File: src/rtl/trace_logger.sv
// trace_logger: stages trace words and writes them into a circular buffer in capture or stream mode
module trace_logger #(
    parameter int TRB_WIDTH      = 32,
    parameter int TRB_DEPTH      = 64,
    parameter int TRB_ADDR_WIDTH = $clog2(TRB_DEPTH)
) (
    input  logic                      clk_i,
    input  logic                      rst_ni,
    input  logic                      enable_i,
    input  logic                      mode_i,
    input  logic [TRB_ADDR_WIDTH-1:0] trg_delay_i,
    input  logic [TRB_WIDTH-1:0]      trace_i,
    input  logic                      trace_valid_i,
    input  logic                      trg_i,
    output logic                      trace_ready_o,
    input  logic                      rw_turn_i,
    input  logic                      write_allow_i,
    input  logic                      read_allow_i,
    output logic [TRB_ADDR_WIDTH-1:0] read_ptr_o,
    output logic [TRB_ADDR_WIDTH-1:0] write_ptr_o,
    output logic                      write_o,
    output logic [TRB_WIDTH-1:0]      data_o,
    output logic                      trg_event_o,
    output logic                      done_o
);
    typedef enum logic [1:0] {IDLE, RUN, POST, DONE} state_e;
    state_e                    state_q, state_d;
    logic                      mode_q, mode_d;
    logic [TRB_ADDR_WIDTH-1:0] wr_q, wr_d, rd_q, rd_d, cnt_q, cnt_d;
    logic [TRB_WIDTH-1:0]      hold_q, hold_d;
    logic                      hold_trg_q, hold_trg_d, hold_vld_q, hold_vld_d;
    logic                      trg_ev_q, trg_ev_d;
    logic                      active, full, empty, accept, rd_adv;

    assign active        = (state_q == RUN) || (state_q == POST);
    assign empty         = wr_q == rd_q;
    assign full          = (wr_q + 1'b1) == rd_q;
    assign write_o       = hold_vld_q & ~rw_turn_i & write_allow_i & active & (~mode_q | ~full);
    assign trace_ready_o = active & (~hold_vld_q | write_o);
    assign accept        = trace_valid_i & trace_ready_o;
    assign rd_adv        = mode_q & ~rw_turn_i & read_allow_i & ~empty & active;
    assign data_o        = hold_q;
    assign write_ptr_o   = wr_q;
    assign read_ptr_o    = rd_q;
    assign done_o        = state_q == DONE;
    assign trg_event_o   = trg_ev_q | done_o;

    // next-state: pointer movement, hold staging, trigger/post-delay sequencing
    always_comb begin
        state_d    = state_q;
        mode_d     = mode_q;
        wr_d       = wr_q;
        rd_d       = rd_q;
        cnt_d      = cnt_q;
        hold_d     = hold_q;
        hold_trg_d = hold_trg_q;
        hold_vld_d = hold_vld_q;
        trg_ev_d   = 1'b0;
        if (state_q == IDLE) begin
            if (enable_i) begin
                state_d    = RUN;
                mode_d     = mode_i;
                wr_d       = '0;
                rd_d       = '0;
                hold_vld_d = 1'b0;
            end
        end else begin
            wr_d       = write_o ? wr_q + 1'b1 : wr_q;
            rd_d       = ((write_o & ~mode_q & full) | rd_adv) ? rd_q + 1'b1 : rd_q;
            hold_d     = accept ? trace_i : hold_q;
            hold_trg_d = accept ? trg_i : hold_trg_q;
            hold_vld_d = accept | (hold_vld_q & ~write_o);
            if (write_o && hold_trg_q && state_q == RUN) begin
                if (mode_q) begin
                    trg_ev_d = 1'b1;
                end else begin
                    cnt_d   = trg_delay_i;
                    state_d = (trg_delay_i == '0) ? DONE : POST;
                end
            end
            if (write_o && state_q == POST) begin
                cnt_d   = cnt_q - 1'b1;
                state_d = (cnt_q == TRB_ADDR_WIDTH'(1)) ? DONE : POST;
            end
            if (!enable_i) begin
                state_d    = IDLE;
                hold_vld_d = 1'b0;
            end
        end
    end

    // state and datapath registers, cleared asynchronously
    always_ff @(posedge clk_i or negedge rst_ni) begin
        if (!rst_ni) begin
            state_q    <= IDLE;
            mode_q     <= 1'b0;
            wr_q       <= '0;
            rd_q       <= '0;
            cnt_q      <= '0;
            hold_q     <= '0;
            hold_trg_q <= 1'b0;
            hold_vld_q <= 1'b0;
            trg_ev_q   <= 1'b0;
        end else begin
            state_q    <= state_d;
            mode_q     <= mode_d;
            wr_q       <= wr_d;
            rd_q       <= rd_d;
            cnt_q      <= cnt_d;
            hold_q     <= hold_d;
            hold_trg_q <= hold_trg_d;
            hold_vld_q <= hold_vld_d;
            trg_ev_q   <= trg_ev_d;
        end
    end
endmodule

File: config.mk
export PLATFORM = sky130hd
export DESIGN_NAME = trace_logger
export DESIGN_NICKNAME = d
export VERILOG_FILES = /design/src/rtl/trace_logger.sv
export SDC_FILE = /design/constraint.sdc
export NUM_CORES = 1
export LEC_CHECK = 0
export ABC_AREA = 1
export CAP_MARGIN = 20
export CORE_UTILIZATION = 63
export CTS_CLUSTER_DIAMETER = 200
export CTS_CLUSTER_SIZE = 14
export DETAILED_ROUTE_END_ITERATION = 7
export DONT_BUFFER_PORTS = 1
export GPL_TIMING_DRIVEN = 0
export PLACE_DENSITY = 0.79
export SYNTH_ARGS = -nofsm -noshare
export SYNTH_HDL_FRONTEND = slang
export SYNTH_SLANG_ARGS = --single-unit
File: constraint.sdc
create_clock -name clk_i -period 2.8 [get_ports clk_i]
set_clock_uncertainty 0.1 [all_clocks]
set_input_delay 0.42 -clock clk_i [delete_from_list [all_inputs] [get_ports clk_i]]
set_output_delay 0.42 -clock clk_i [all_outputs]
set_load 0.1 [all_outputs]
==> results_dict.tcl, run 1 <==
set metrics [dict create \
    final_area_sq_um 3460 \
    arrival_ns 2.50 \
    hold_path_class "input port to flop" \
    die_h_microns 72.3 \
    drive_above_1_share 0.284 \
    grt_pass1_vias 2240 \
    n_antenna_cell 0 \
    cpMaxStageDelayCell "dfrtp_4" \
    yosysWarnings 0 \
    synth_nets 411 \
    die_w_microns 72.3 \
    crit_cells 10 \
    syn2layout_area_growth_pct 11.2 \
    hpwl_microns 4330 \
    clock_sinks 56 \
    dpl_cell_area_sq_um 3220 \
    cts_made_buffers 5 \
    io_pins 95 \
    cts_root_buffer "clkbuf_8" \
    worstRegToRegCells 11 \
    synth_cell_types 32 \
    holdWs_ns 0.145 \
    worstSetupStartpointType "flop" \
    violations "negative setup slack" \
    pre_cts_ws_ns -0.227 \
    worstPathMaxFanout 6 \
    max-vdd-ir-drop_mv 1.01 \
    synth_area_per_cell_sq_um 8.75 \
    via_count 2287 \
    clkTransAtPathRegs_ns 0.10 \
    crit_required_ns 2.28 \
    hold_viol 0 \
    p_sw_mw 2.52 \
    rsz0062_at_grt "yes" \
    htreeDepth 2 \
    syn_inst 356 \
    wirelength_microns 5930 \
    slowest_delay_ns 0.66 \
    tightest_slew_ns 1.02 \
    switching_share 0.608 \
    crit_path_frequent_cell "nand2_4" \
    p_clk_frac 0.125 \
    intPower_mw 1.62 \
    fin_ws_ns -0.217 \
    min_period_ns 3.02 \
    cellLeakagePower_nw 1.73 \
    grt_max_degree 57 \
    final_nets 424 \
    drc 0 \
    end_kind "primary output" \
    slew_headroom 0.321 \
    start_util 0.655 \
    setup_viol 3 \
    wl_per_cell_microns 13.6 \
    period_share 1.08 \
    worstPathCellList "ha_4, xor2_1, nor2_1, nand3_2, nor2_4, nand2_4, nand2_4, nand2_4, nand2_4, clkinvlp_4" \
    port_buffers 0 \
    r2r_slack_ns 0 \
    grt_pass1_wl_microns 9710 \
    grt_overflow 0 \
    synth_seq_cells 56 \
    status "complete, but fails checks" \
    cellPowerDensity_nw_per_um2 1200 \
    die_area_sq_um 5230 \
    critical_path.top_delay_family "flip-flops" \
    antenna_found_initial 0 \
    finalMaxSlewViolations 0 \
    worst-path-buf-inv 1 \
    syn-cell-area_sq_um 3110 \
    rr_endpoint "write_ptr_o[2]$_DFFE_PN0P_" \
    drt_iter0_markers 93 \
    gr-usage-all-layers 0.240 \
    place_congestion 0.802 \
    ant_nets 0 \
    p_comb_frac 0.207 \
    fin_util 0.728 \
    min-delay-start "trace_i[0]" \
    critPathKind "flop to primary output" \
    dr.pass1.iters 4 \
    cts_tree "done" \
    seqPwrFrac 0.668 \
    hold_path_end "data_o[0]$_DFFE_PN0P_" \
    synth_seq_area_share 0.450 \
    core-area_sq_um 4750 \
    clock_path_buffers 2 \
    max_freq_mhz 331 \
    whs_path_depth 2 \
    clock_latency_ns 0.30 \
    r2r_start "write_ptr_o[0]$_DFFE_PN0P_" \
    drv_cap 0 \
    fp-row-count 25 \
    routed_via_density 5.23 \
]
==> cell usage after synthesis <==
library cell / instances / area share
nand3_4: 1 / 0.0056
nor3_1: 2 / 0.0032
buf_8: 2 / 0.0096
nand2_2: 18 / 0.036
o22ai_1: 6 / 0.012
nand3_1: 18 / 0.029
nand4_1: 6 / 0.012
clkinv_1: 2 / 0.0024
nor2_4: 2 / 0.0072
inv_1: 59 / 0.071
buf_6: 2 / 0.0072
or2_2: 2 / 0.0040
clkbuf_4: 1 / 0.0024
nand2_1: 82 / 0.099
nand4_4: 1 / 0.0068
xor2_1: 9 / 0.025
clkbuf_1: 1 / 0.0012
nand2_4: 3 / 0.011
o21ai_2: 31 / 0.087
a21boi_0: 1 / 0.0024
dfrtp_1: 56 / 0.45
xnor2_1: 5 / 0.014
o21ai_1: 5 / 0.0080
buf_2: 3 / 0.0048
and3_1: 1 / 0.0020
nor2_1: 10 / 0.012
buf_12: 1 / 0.0064
ha_1: 8 / 0.032
nor4_1: 1 / 0.0020
nand3_2: 4 / 0.013
o21ai_0: 11 / 0.018
a21oi_1: 2 / 0.0032
==> cell usage in the layout, fill, tap and decap left out, types with 5 or more instances in the layout <==
| cell type | instances |
|---|---|
| nand3_1 | 17 |
| xnor2_1 | 5 |
| nand3_2 | 5 |
| xor2_1 | 9 |
| nand2_2 | 18 |
| inv_1 | 57 |
| o21ai_2 | 31 |
| nand2_4 | 5 |
| o21ai_1 | 6 |
| nand4_1 | 6 |
| o21ai_0 | 10 |
| dfrtp_2 | 10 |
| clkbuf_8 | 5 |
| nor2_1 | 9 |
| dfrtp_1 | 44 |
| ha_1 | 7 |
| nand2_1 | 80 |
==> logic make-up after synthesis <==
| family | Yosys count | share of synthesized area |
|---|---|---|
| compound gates | 56 | 0.131 |
| buf+inv | 71 | 0.105 |
| flops | 56 | 0.450 |
| simple gates | 151 | 0.243 |
| xor+xnor | 14 | 0.0394 |
| fa+ha+maj | 8 | 0.0321 |
==> timing repair <==
item,in CTS,in global routing
hold buffers,2,0
endpoints found under the setup margin,9,9
buffers inserted,3,1
resized for setup,13,2
endpoints found under the hold margin,56,0
pin swaps,5,7
==> registers in the layout (all words and copies together) (netlist names) <==
| signal | count |
|---|---|
| cnt_q | 6 |
| data_o | 32 |
| hold_trg_q | 1 |
| hold_vld_q | 1 |
| mode_q | 1 |
| read_ptr_o | 6 |
| state_q | 2 |
| trg_ev_q | 1 |
| write_ptr_o | 6 |
==> area by class of cell <==
| type | count | area [sq um] |
|---|---|---|
| multi-input cells | 229 | 1440 |
| flip-flops and latches | 56 | 1420 |
| fillers | 349 | 1290 |
| inverters | 61 | 236 |
| plain buffers | 10 | 98.8 |
| well taps | 67 | 83.8 |
| repair buffers | 6 | 75.1 |
| clock buffers | 6 | 72.6 |
| clock inverters | 2 | 35.0 |
==> power groups by stage <==
| stage | registers [mW] | logic (mW) | clock network [mW] |
|---|---|---|---|
| final | 2.77 | 0.859 | 0.517 |
| after global routing | 2.80 | 0.960 | 0.557 |
| after CTS | 2.77 | 0.866 | 0.534 |
| after detailed placement | 2.78 | 0.814 | 0 |
| after global placement | 2.78 | 0.783 | 0 |
| after floorplan | 2.73 | 0.704 | 0 |
==> per-stage QoR <==
| stage | instances | setup TNS (ns) | power (mW) |
|---|---|---|---|
| floorplan | 356 | 0 | 3.44 |
| global placement | 423 | -0.713 | 3.57 |
| detailed placement | 423 | -1.11 | 3.60 |
| CTS | 436 | -0.568 | 4.17 |
| global route | 437 | -1.32 | 4.31 |
| finish | 437 | -0.360 | 4.14 |
==> how the worst max path moves through the flow <==
stage               slack [ns]                  startpoint                         end
floorplan                0.008  write_ptr_o[0]$_DFFE_PN0P_  write_ptr_o[2]$_DFFE_PN0P_
global placement         -0.16  write_ptr_o[0]$_DFFE_PN0P_  write_ptr_o[3]$_DFFE_PN0P_
detailed placement       -0.23  write_ptr_o[0]$_DFFE_PN0P_  write_ptr_o[2]$_DFFE_PN0P_
CTS                      -0.26  write_ptr_o[1]$_DFFE_PN0P_               trace_ready_o
global route             -0.32  write_ptr_o[0]$_DFFE_PN0P_               trace_ready_o
finish                   -0.22  write_ptr_o[0]$_DFFE_PN0P_               trace_ready_o
==> layer usage <==
metal  share of wire  vias to the layer above  track usage
li1                -                     1145            -
met1            0.41                     1060        0.297
met2            0.50                       78        0.412
met3           0.078                        4       0.0694
met4          0.0062                        0       0.0610
met5               0                        -            0
Note: power is estimated with default switching activity, not from simulation.
==> inputs of run 2 (changes only) <==
ABC_AREA = 0   (was 1)
==> results_dict.tcl, run 2 <==
set metrics [dict create \
    yosys.cell_count.top_type "dfrtp_1" \
    largest_reg_flops 32 \
    antenna_found_initial 0 \
    syn_inst 257 \
    r2r_slack_ns -0.23 \
    hold_path_end "data_o[25]$_DFFE_PN0P_" \
    die_h_microns 71.3 \
    port_buffers 0 \
    synth_nets 312 \
    rsz0062_at_grt "yes" \
    drc 7 \
    gr-usage-all-layers 0.283 \
    violations "design-rule violations, negative setup slack" \
    r2r_start "write_ptr_o[0]$_DFFE_PN0P_" \
    cts_tree "done" \
    fin_ws_ns -0.372 \
    hpwl_microns 4250 \
    drv_cap 0 \
    setup_viol 36 \
    setup_tns_ns -5.82 \
    place_congestion 0.785 \
    grt_pass1_wl_microns 10800 \
    netlist_top_cells_count "dfrtp_1, mux2_4, nand2_1, inv_1, o21ai_0" \
    hold_viol 0 \
    regArea_sq_um 1440 \
    multi_input_area_sq_um 1570 \
    die_area_sq_um 5080 \
    core-area_sq_um 4470 \
    synth_top_area_frac 0.464 \
    whs_path_depth 1 \
    drive_above_1_share 0.342 \
    yosysWarnings 0 \
    postSynth.asyncResetShare 1.00 \
    end_kind "primary output" \
    grt_overflow 0 \
    min-delay-start "trace_i[25]" \
    die_w_microns 71.3 \
    fillCellCount 280 \
    n_antenna_cell 0 \
    hold_path_class "input port to flop" \
    crit_required_ns 2.28 \
    synth_cell_types 47 \
    max_freq_mhz 315 \
    tightest_slew_ns 0.937 \
    clock_latency_ns 0.32 \
    final_nets 335 \
    grt_pass1_vias 2218 \
    io_pins 95 \
    routed_via_density 6.41 \
    worstPathMaxFanout 7 \
    placed_cells_incl_taps 309 \
    slew_headroom 0.375 \
    dr.pass1.iters 7 \
    worstRegToRegCells 12 \
    via_count 2135 \
    ys.flop_type "dfrtp_1" \
    cts_root_buffer "clkbuf_8" \
    status "complete, but fails checks" \
    synth_area_leaders "dfrtp_1, mux2_4, ha_1" \
    wl_per_cell_microns 20.2 \
    grt_max_degree 57 \
    arrival_ns 2.65 \
    finalMaxSlewViolations 0 \
    worstSetupStartpointType "flop" \
    syn2layout_area_growth_pct 17.3 \
    syn-cell-area_sq_um 3020 \
    synth_seq_cells 56 \
    ant_nets 0 \
    clkTransAtPathRegs_ns 0.10 \
    clock_sinks 56 \
    rr_endpoint "data_o[1]$_DFFE_PN0P_" \
    htreeDepth 2 \
    synth_edf_count 0 \
    min_period_ns 3.17 \
    synth_area_per_cell_sq_um 11.8 \
    drt_iter0_markers 154 \
    clock_path_buffers 2 \
    cts_made_buffers 5 \
    synth_seq_area_share 0.464 \
    wirelength_microns 6730 \
    start_util 0.676 \
    yosysTopAreaCell "dfrtp_1" \
    critPathKind "flop to primary output" \
    fin_util 0.792 \
    final_common_cell "dfrtp_1" \
    fp-row-count 24 \
    period_share 1.13 \
    fin_cells 333 \
    pre_cts_ws_ns -0.222 \
    layout_common_cells "dfrtp_1, mux2_4, nand2_1" \
]
[run 2: cell types whose count changed in the layout (fill, tap and decap cells not counted), sizes merged, moves of 5 or more]
cell	delta
a21oi	+9
o21ai	-35
nor3	+8
inv	-46
nand3	-13
buf	+9
mux2	+34
o22ai	-6
mux2i	+9
nand2	-87
xor2	-5
[run 2: worst max path at each step]
stage	start	to	slack (ns)	cells past startpoint
detailed placement	read_ptr_o[4]$_DFFE_PN0P_	trace_ready_o	-0.22	7
finish	write_ptr_o[0]$_DFFE_PN0P_	trace_ready_o	-0.37	6
global placement	read_ptr_o[4]$_DFFE_PN0P_	trace_ready_o	-0.21	7
global route	write_ptr_o[1]$_DFFE_PN0P_	write_o	-0.41	8
floorplan	write_ptr_o[1]$_DFFE_PN0P_	trace_ready_o	-0.08	7
CTS	write_ptr_o[0]$_DFFE_PN0P_	trace_ready_o	-0.44	7
[run 2: cell families after synthesis]
| group | count (synthesis) | synth area share |
|---|---|---|
| adder cells (fa/ha/maj) | 8 | 0.0331 |
| XOR/XNOR | 10 | 0.0290 |
| buffers and inverters | 23 | 0.0501 |
| flip-flops | 56 | 0.464 |
| AO/OA/AOI/OAI | 52 | 0.122 |
| multiplexers | 43 | 0.194 |
| AND/OR/NAND/NOR | 65 | 0.108 |
[run 2: per-layer routing]
| layer | GRT usage | share of wire | routed length (microns) |
|---|---|---|---|
| met1 | 0.338 | 0.40 | 2660 |
| met2 | 0.497 | 0.52 | 3510 |
| met3 | 0.0633 | 0.061 | 412 |
| met4 | 0.109 | 0.022 | 146 |
| met5 | 0 | 0 | 0 |
[run 2: repair_timing]
item	in CTS	in global routing
setup buffers	11	3
endpoints found under the hold margin	56	0
setup endpoints to repair	43	45
hold buffers	2	0
resized for setup	20	18
gates cloned	4	0
pin swaps	6	5
[run 2: through the flow]
stage               hold WS, ns  area [sq um]
floorplan                0.0244          3080
global placement         0.0254          3140
detailed placement       0.0255          3140
CTS                       0.143          3550
global route              0.122          3540
finish                    0.139          3540
[run 2: layout make-up]
type	instances	share of cell area
clock inverter	2	0.00459
buffer	9	0.0229
tap	52	0.0184
multi-input combinational	178	0.443
sequential	56	0.405
timing repair buffer	18	0.0717
inverter	12	0.0138
clock buffer	6	0.0205
[run 2: worst max-delay path, cell delays in order, from the launching register on]
cell      delay (ns)
dfrtp_4         0.66
ha_4            0.24
and2_4          0.13
a211o_1         0.24
a31o_1          0.21
a21o_4          0.22
a21boi_4        0.62
Power of run 2 is not shown: default switching activity piles up to over one toggle a cycle in this logic, so the estimate is an artifact.
